===== src/rtl/video_ram_arbiter.sv =====
// Shares one sync video RAM: display fetch owns hc[2:0]==0 active slots, CPU gets the rest.
// Fetch: pix_valid two edges after slot edge; CPU: ack 3 edges after issue, deferred one cycle on a fetch slot.
module video_ram_arbiter #(
  parameter int ADDR_W         = 14,
  parameter int BYTES_PER_LINE = 44
) (
  input  logic              clk,
  input  logic              rst,
  input  logic [8:0]        hc,
  input  logic [8:0]        vc,
  input  logic              blank,
  input  logic              cpu_req,
  input  logic              cpu_we,
  input  logic [ADDR_W-1:0] cpu_addr,
  input  logic [7:0]        cpu_wdata,
  output logic              cpu_ack,
  output logic [7:0]        cpu_rdata,
  output logic [ADDR_W-1:0] mem_addr,
  output logic              mem_we,
  output logic [7:0]        mem_wdata,
  input  logic [7:0]        mem_rdata,
  output logic [7:0]        pix_data,
  output logic              pix_valid
);

  typedef enum logic [1:0] {
    IDLE  = 2'd0,
    ISSUE = 2'd1,
    WAIT  = 2'd2,
    ACK   = 2'd3
  } cpu_state_t;

  cpu_state_t  state;
  cpu_state_t  state_nxt;
  logic        fetch_slot;
  logic        cpu_issue;
  logic        rdata_load;
  logic [1:0]  fetch_pipe;
  logic [15:0] line_base;
  logic [15:0] fetch_sum;
  logic [ADDR_W-1:0] fetch_addr;

  // 44 = 32 + 8 + 4, so the line base is three shifted copies of vc.
  if (BYTES_PER_LINE == 44) begin : g_shift_base
    assign line_base = ({7'd0, vc} << 5) + ({7'd0, vc} << 3) + ({7'd0, vc} << 2);
  end else begin : g_mul_base
    assign line_base = {7'd0, vc} * 16'(BYTES_PER_LINE);
  end

  assign fetch_sum  = line_base + {10'd0, hc[8:3]};
  assign fetch_addr = ADDR_W'(fetch_sum);
  assign fetch_slot = (hc[2:0] == 3'd0) && !blank;

  always_ff @(posedge clk or posedge rst) begin
    if (rst) begin
      state <= IDLE;
    end else begin
      state <= state_nxt;
    end
  end

  always_comb begin
    state_nxt = state;
    unique case (state)
      IDLE:    if (cpu_req && !fetch_slot) state_nxt = ISSUE;
      ISSUE:   state_nxt = WAIT;
      WAIT:    state_nxt = ACK;
      ACK:     state_nxt = IDLE;
      default: state_nxt = IDLE;
    endcase
  end

  // Requester holds cpu_we stable until ack, so WAIT can still look at it.
  always_comb begin
    cpu_issue  = 1'b0;
    rdata_load = 1'b0;
    cpu_ack    = 1'b0;
    unique case (state)
      IDLE:    cpu_issue  = cpu_req && !fetch_slot;
      WAIT:    rdata_load = !cpu_we;
      ACK:     cpu_ack    = 1'b1;
      default: ;
    endcase
  end

  always_ff @(posedge clk or posedge rst) begin
    if (rst) begin
      mem_addr  <= '0;
      mem_we    <= 1'b0;
      mem_wdata <= '0;
    end else if (fetch_slot) begin
      mem_addr <= fetch_addr;
      mem_we   <= 1'b0;
    end else if (cpu_issue) begin
      mem_addr  <= cpu_addr;
      mem_we    <= cpu_we;
      mem_wdata <= cpu_wdata;
    end else begin
      mem_we <= 1'b0;
    end
  end

  // Stage 0: address presented; stage 1: RAM data valid; then it lands in pix_data.
  always_ff @(posedge clk or posedge rst) begin
    if (rst) begin
      fetch_pipe <= 2'b00;
      pix_valid  <= 1'b0;
      pix_data   <= '0;
    end else begin
      fetch_pipe <= {fetch_pipe[0], fetch_slot};
      pix_valid  <= fetch_pipe[1];
      if (fetch_pipe[1]) begin
        pix_data <= mem_rdata;
      end
    end
  end

  always_ff @(posedge clk or posedge rst) begin
    if (rst) begin
      cpu_rdata <= '0;
    end else if (rdata_load) begin
      cpu_rdata <= mem_rdata;
    end
  end

endmodule


===== config.mk =====
export PLATFORM = sky130hd
export DESIGN_NAME = video_ram_arbiter
export DESIGN_NICKNAME = d
export VERILOG_FILES = /design/src/rtl/video_ram_arbiter.sv
export SDC_FILE = /design/constraint.sdc
export NUM_CORES = 1
export LEC_CHECK = 0
export ABC_AREA = 1
export BUFFER_PORTS_ARGS = -buffer_cell sky130_fd_sc_hd__buf_2
export CAP_MARGIN = 10
export CORE_MARGIN = 5
export CORE_UTILIZATION = 46
export CTS_CLUSTER_DIAMETER = 120
export DETAILED_ROUTE_END_ITERATION = 7
export GPL_ROUTABILITY_DRIVEN = 0
export PLACE_DENSITY = 0.77
export SYNTH_ARGS = -nofsm -noshare
export SYNTH_HDL_FRONTEND = slang
export SYNTH_SLANG_ARGS = --single-unit

===== constraint.sdc =====
create_clock -name clk -period 1.2 [get_ports clk]
set_input_delay 0.18 -clock clk [delete_from_list [all_inputs] [get_ports clk]]
set_output_delay 0.18 -clock clk [all_outputs]
set_load 0.01 [all_outputs]

Word level (Yosys, flattened, before mapping). Index checks and enable logic that the tools add are counted.

Memories: 0. Bits in latches: 0. ROM bits: 0. Input bits: 53. Memory bits (writable): 0. Register bits after elaboration: 44.

Divide/modulo/power cells: 0. Bitwise logic cells: 1. Equality and inequality tests: 4. Reduce and logical (&&, ||, !) cells: 9. Shift-type cells: 0. Multipliers: 0. Mux-type cells: 9. Magnitude comparators: 0. $add $sub $neg: 3.

Operators with widths (count): two-way mux 14 bit (2); adder 14 x 11 -> 14 bit (1); adder 14 x 12 -> 14 bit (1); adder 14 x 6 -> 14 bit (1); case mux 2 bit (4 select lines) (1); two-way mux 1 bit (5); equality test 2 bit, second input constant (2); zero test 1 bit (3); zero test 3 bit (1); equality test 2 x 1 -> 1 bit, second input constant (1); logical AND 1 bit (2); zero test 2 bit (1); two-way mux 2 bit (1); inequality test 2 bit, second input constant (1); AND reduction 2 bit (1); nonzero test 2 bit (1); inverter 1 bit (1).

Depth between registers and ports, before layout.
Word-level depth: 7. Mapped depth: 14. Depth with buffers taken out: 14.

Worst setup path before layout. OpenSTA, ideal clock, no wires.

Path type: input to register. Start: input port hc[8]. End: register mem_addr[12]. Cell stages on the path: 12. Path slack: -1.241 ns. Path buffers: 0. Arrival time: 2.324 ns. Data required time: 1.083 ns. Cells stage by stage: inv_1 fa_1 inv_1 fa_1 inv_1 fa_1 o21ai_1 nand2_1 nand2_1 nand2_1 nand3_1 nand2_1.

Word-level cells in the longest chain between the ends: 2.

Ends and longest elaborated chain: start: declaration (RTL line 9) `input logic [8:0] hc,`; adder 14 x 6 -> 14 bit (RTL line 50) `assign fetch_sum = line_base + {10'd0, hc[8:3]};`; two-way mux 14 bit (RTL line 91) `end else if (fetch_slot) begin`; end signal: assignment (RTL line 92) `mem_addr <= fetch_addr;`; end signal: assignment (RTL line 95) `mem_addr <= cpu_addr;`; end: declaration (RTL line 18) `output logic [ADDR_W-1:0] mem_addr,`.

No other way between the ends. A chain may end at the register's enable or synchronous reset.

Worst setup path after layout. Same ends and word-level chain as after synthesis.

==> impl_metrics.tcl <==
set metrics [dict create \
    syn_avg_cell_area_sq_um 9.87 \
    crit_fanout 3 \
    finClkSkew_ns 0.0123 \
    hold_viol_final 0 \
    finalCriticalPeriod_ns 2.15 \
    routed_wl_mm 7.03 \
    failed_checks "setup timing" \
    swShare_pct 37.1 \
    ant_nets 0 \
    fp-row-count 28 \
    critPathLaunchType "primary input" \
    area_growth_pct 50.0 \
    max_cap_violations 0 \
    min_path_type "in2reg" \
    post_dp_cell_area_sq_um 3670 \
    ios 94 \
    slew_headroom_pct 76.1 \
    grt_max_degree 45 \
    root_buffer "clkbuf_8" \
    setup_viol 31 \
    diodes 0 \
    status "finished with violations" \
    synth_cells 278 \
    grt_pass1_vias 2503 \
    crit_top_cell "nand2_1" \
    yosysSeqAreaShare_pct 40.1 \
    vias 2414 \
    grt_usage_pct 18.3 \
    antenna_found_initial 0 \
    rsz0062_at_grt "true" \
    clkSlewWorstSetupHoldPaths_ns 0.09 \
    fin_hold_ws_ns 0.113 \
    die_y_um 87.2 \
    slew_violations 0 \
    peakVddDrop_v 0.000995 \
    arrival_ns 2.35 \
    p_sw_w 0.00295 \
    drc 0 \
    crit_type "in2reg" \
    synth_top_family_by_area "adder cells" \
    hp-start "cpu_wdata[3]" \
    drt_iter0_markers 54 \
    drive_gt1_share_pct 56.0 \
    dp_slack_ns -1.30 \
    clkLatencyLatePin_ns 0.29 \
    layout.cells.most_common "buf_2" \
    clkPwrFrac_pct 14.3 \
    die_w_um 87.2 \
    port_buffers 93 \
    cellPowerDensity_nw_per_um2 1930 \
    yosysUniqueCellTypes 28 \
    synth_compound_area_share_pct 4.97 \
    wire_per_inst_um 14.3 \
    cpLargestDelayFamily "adder cells" \
    cp.buffers_inverters 4 \
    fin_cells 493 \
    p_seq_share_pct 30.6 \
    grt_overflow_total 0 \
    viasPerCell 4.90 \
    p_int_w 0.00501 \
    startpoint "hc[8]" \
    drtPass1Iterations 4 \
    cts_sinks 44 \
    finalCoreUtilization_pct 70.3 \
    yosysWarnings 0 \
    synth_seq_cells 44 \
    synthAdderAreaFrac_pct 18.2 \
    synthXorXnorAreaFrac_pct 0.958 \
    cpPeakStageDelay_ns 0.55 \
    die-area_sq_um 7610 \
    path_cells "buf_6, inv_2, fa_1, inv_2, fa_2, inv_2, fa_2, o21ai_4, nand2_1, nand2_1, nand2_1, nand3_1, nand2_1" \
    r2r_start "state[1]" \
    final_cell_mix "buf_2 (89), dfrtp_1 (44), nand2_1 (40), buf_4 (33), inv_1 (32)" \
    cts_buffer_depth 2 \
    num-fill-cells 405 \
    worstPathRequired_ns 1.39 \
    cpMaxStageDelayCell "fa_2" \
    fin_nets 504 \
    cts_tree "done" \
    muxShareOfSynthArea_pct 9.85 \
    initial_core_util_pct 46.9 \
    fmax_mhz 464 \
    dpl.hpwl_mm 5.22 \
    numCtsBuffers 5 \
    grt_pass1_wl_mm 11.1 \
    dp.cells 475 \
    endpoint_kind "flop" \
    worst_pin_slew_ns 0.359 \
    coreArea_sq_um 5850 \
    finalCritPeriodShare_pct 180 \
    syn_area_sq_um 2740 \
    total_leakage_power_nw 2.13 \
    syn-num-nets 365 \
    setup_ws_ns -0.954 \
    htree_num_levels 2 \
    pwr-share-comb_pct 55.1 \
    finalInstanceArea_sq_um 4120 \
    synth-simple-area-share_pct 18.1 \
]
-- stage by stage --
stage / setup TNS (ns) / total power [W]
after detailed placement: -13.67 / 0.00607
after CTS: -10.35 / 0.00772
after floorplan: -8.98 / 0.00453
after global routing: -12.98 / 0.00853
after global placement: -12.64 / 0.00589
final: -11.10 / 0.00796
-- power groups by stage --
stage | registers [W] | logic (W) | clock network (W)
global placement | 0.00240 | 0.00349 | 0
detailed placement | 0.00244 | 0.00364 | 0
global route | 0.00251 | 0.00479 | 0.00123
finish | 0.00244 | 0.00438 | 0.00114
CTS | 0.00242 | 0.00414 | 0.00116
floorplan | 0.00269 | 0.00184 | 0
-- layer usage --
layer / vias up / global-route usage [%] / share of wire, % / routed length, um
li1: 1170 / - / - / -
met1: 1161 / 21.3 / 39 / 2730
met2: 75 / 35.1 / 53 / 3730
met3: 8 / 1.80 / 6.9 / 484
met4: 0 / 5.72 / 1.2 / 84
met5: - / 0 / 0 / 0
-- cell type report --
cell class / count / area, sq um / share of cell area, %
multi-input cells: 184 / 1720 / 41.8
flip-flops and latches: 44 / 1100 / 26.8
repair buffers: 136 / 897 / 21.8
inverters: 46 / 186 / 4.53
well taps: 75 / 93.8 / 2.28
clock buffers: 5 / 68.8 / 1.67
clock inverters: 3 / 46.3 / 1.12
-- sequential cells by signal, summed over array words and instances, names as in the netlist --
name        flops
mem_wdata       8
fetch_pipe      2
cpu_rdata       8
mem_we          1
state           2
mem_addr       14
pix_data        8
pix_valid       1
-- logic make-up after synthesis --
group	after synthesis
buffers and inverters	50
adder cells (fa/ha/maj)	34
AND/OR/NAND/NOR	102
flip-flops	44
XOR/XNOR	3
AO/OA/AOI/OAI	21
multiplexers	24
-- cell usage after synthesis --
cell,n,area [sq um]
nand2_1,45,169
nand3b_1,3,22.5
fa_1,10,200
clkbuf_1,1,3.75
nor2_1,23,86.3
a21boi_4,1,18.8
inv_1,41,154
buf_4,1,7.51
ha_1,24,300
a21oi_1,7,35.0
nor3_1,4,20.0
o21ai_0,5,25.0
xor2_1,2,17.5
o21ai_1,3,15.0
nand3_4,1,17.5
buf_6,2,22.5
inv_2,4,15.0
dfrtp_1,44,1100
mux2_2,24,270
nand4_1,2,12.5
nor3_2,7,70.1
nand2_4,1,11.3
nand2_2,5,31.3
o21ai_2,4,35.0
nand3_1,11,55.1
inv_8,1,11.3
xnor2_1,1,8.76
o21a_1,1,7.51
-- worst register-to-register path, cell delays in order (launching register included) --
cell	delay [ns]
dfrtp_1	0.41
inv_2	0.09
ha_4	0.16
nand3_4	0.17
buf_12	0.19
mux2_2	0.27
-- repair_timing --
item                       CTS  global route
gates cloned                 0             0
hold buffers                 1             0
hold endpoints to repair    44             0
setup buffers                6             6
gates resized for setup     40            19
setup endpoints to repair   34            34
pin swaps                   13            12
-- path summary, 6_finish.rpt --
kind,to,cells after the start,slack (ns)
setup / recovery,mem_addr[12],13,-0.95
hold / removal,mem_wdata[3],2,0.11
setup reg to reg,mem_wdata[1],5,-0.21
hold reg to reg,fetch_pipe[1],0,0.37
max in group asynchronous,cpu_rdata[7],4,0.52
min in group asynchronous,mem_addr[0],4,0.48
Note: power is estimated with default switching activity, not from simulation.
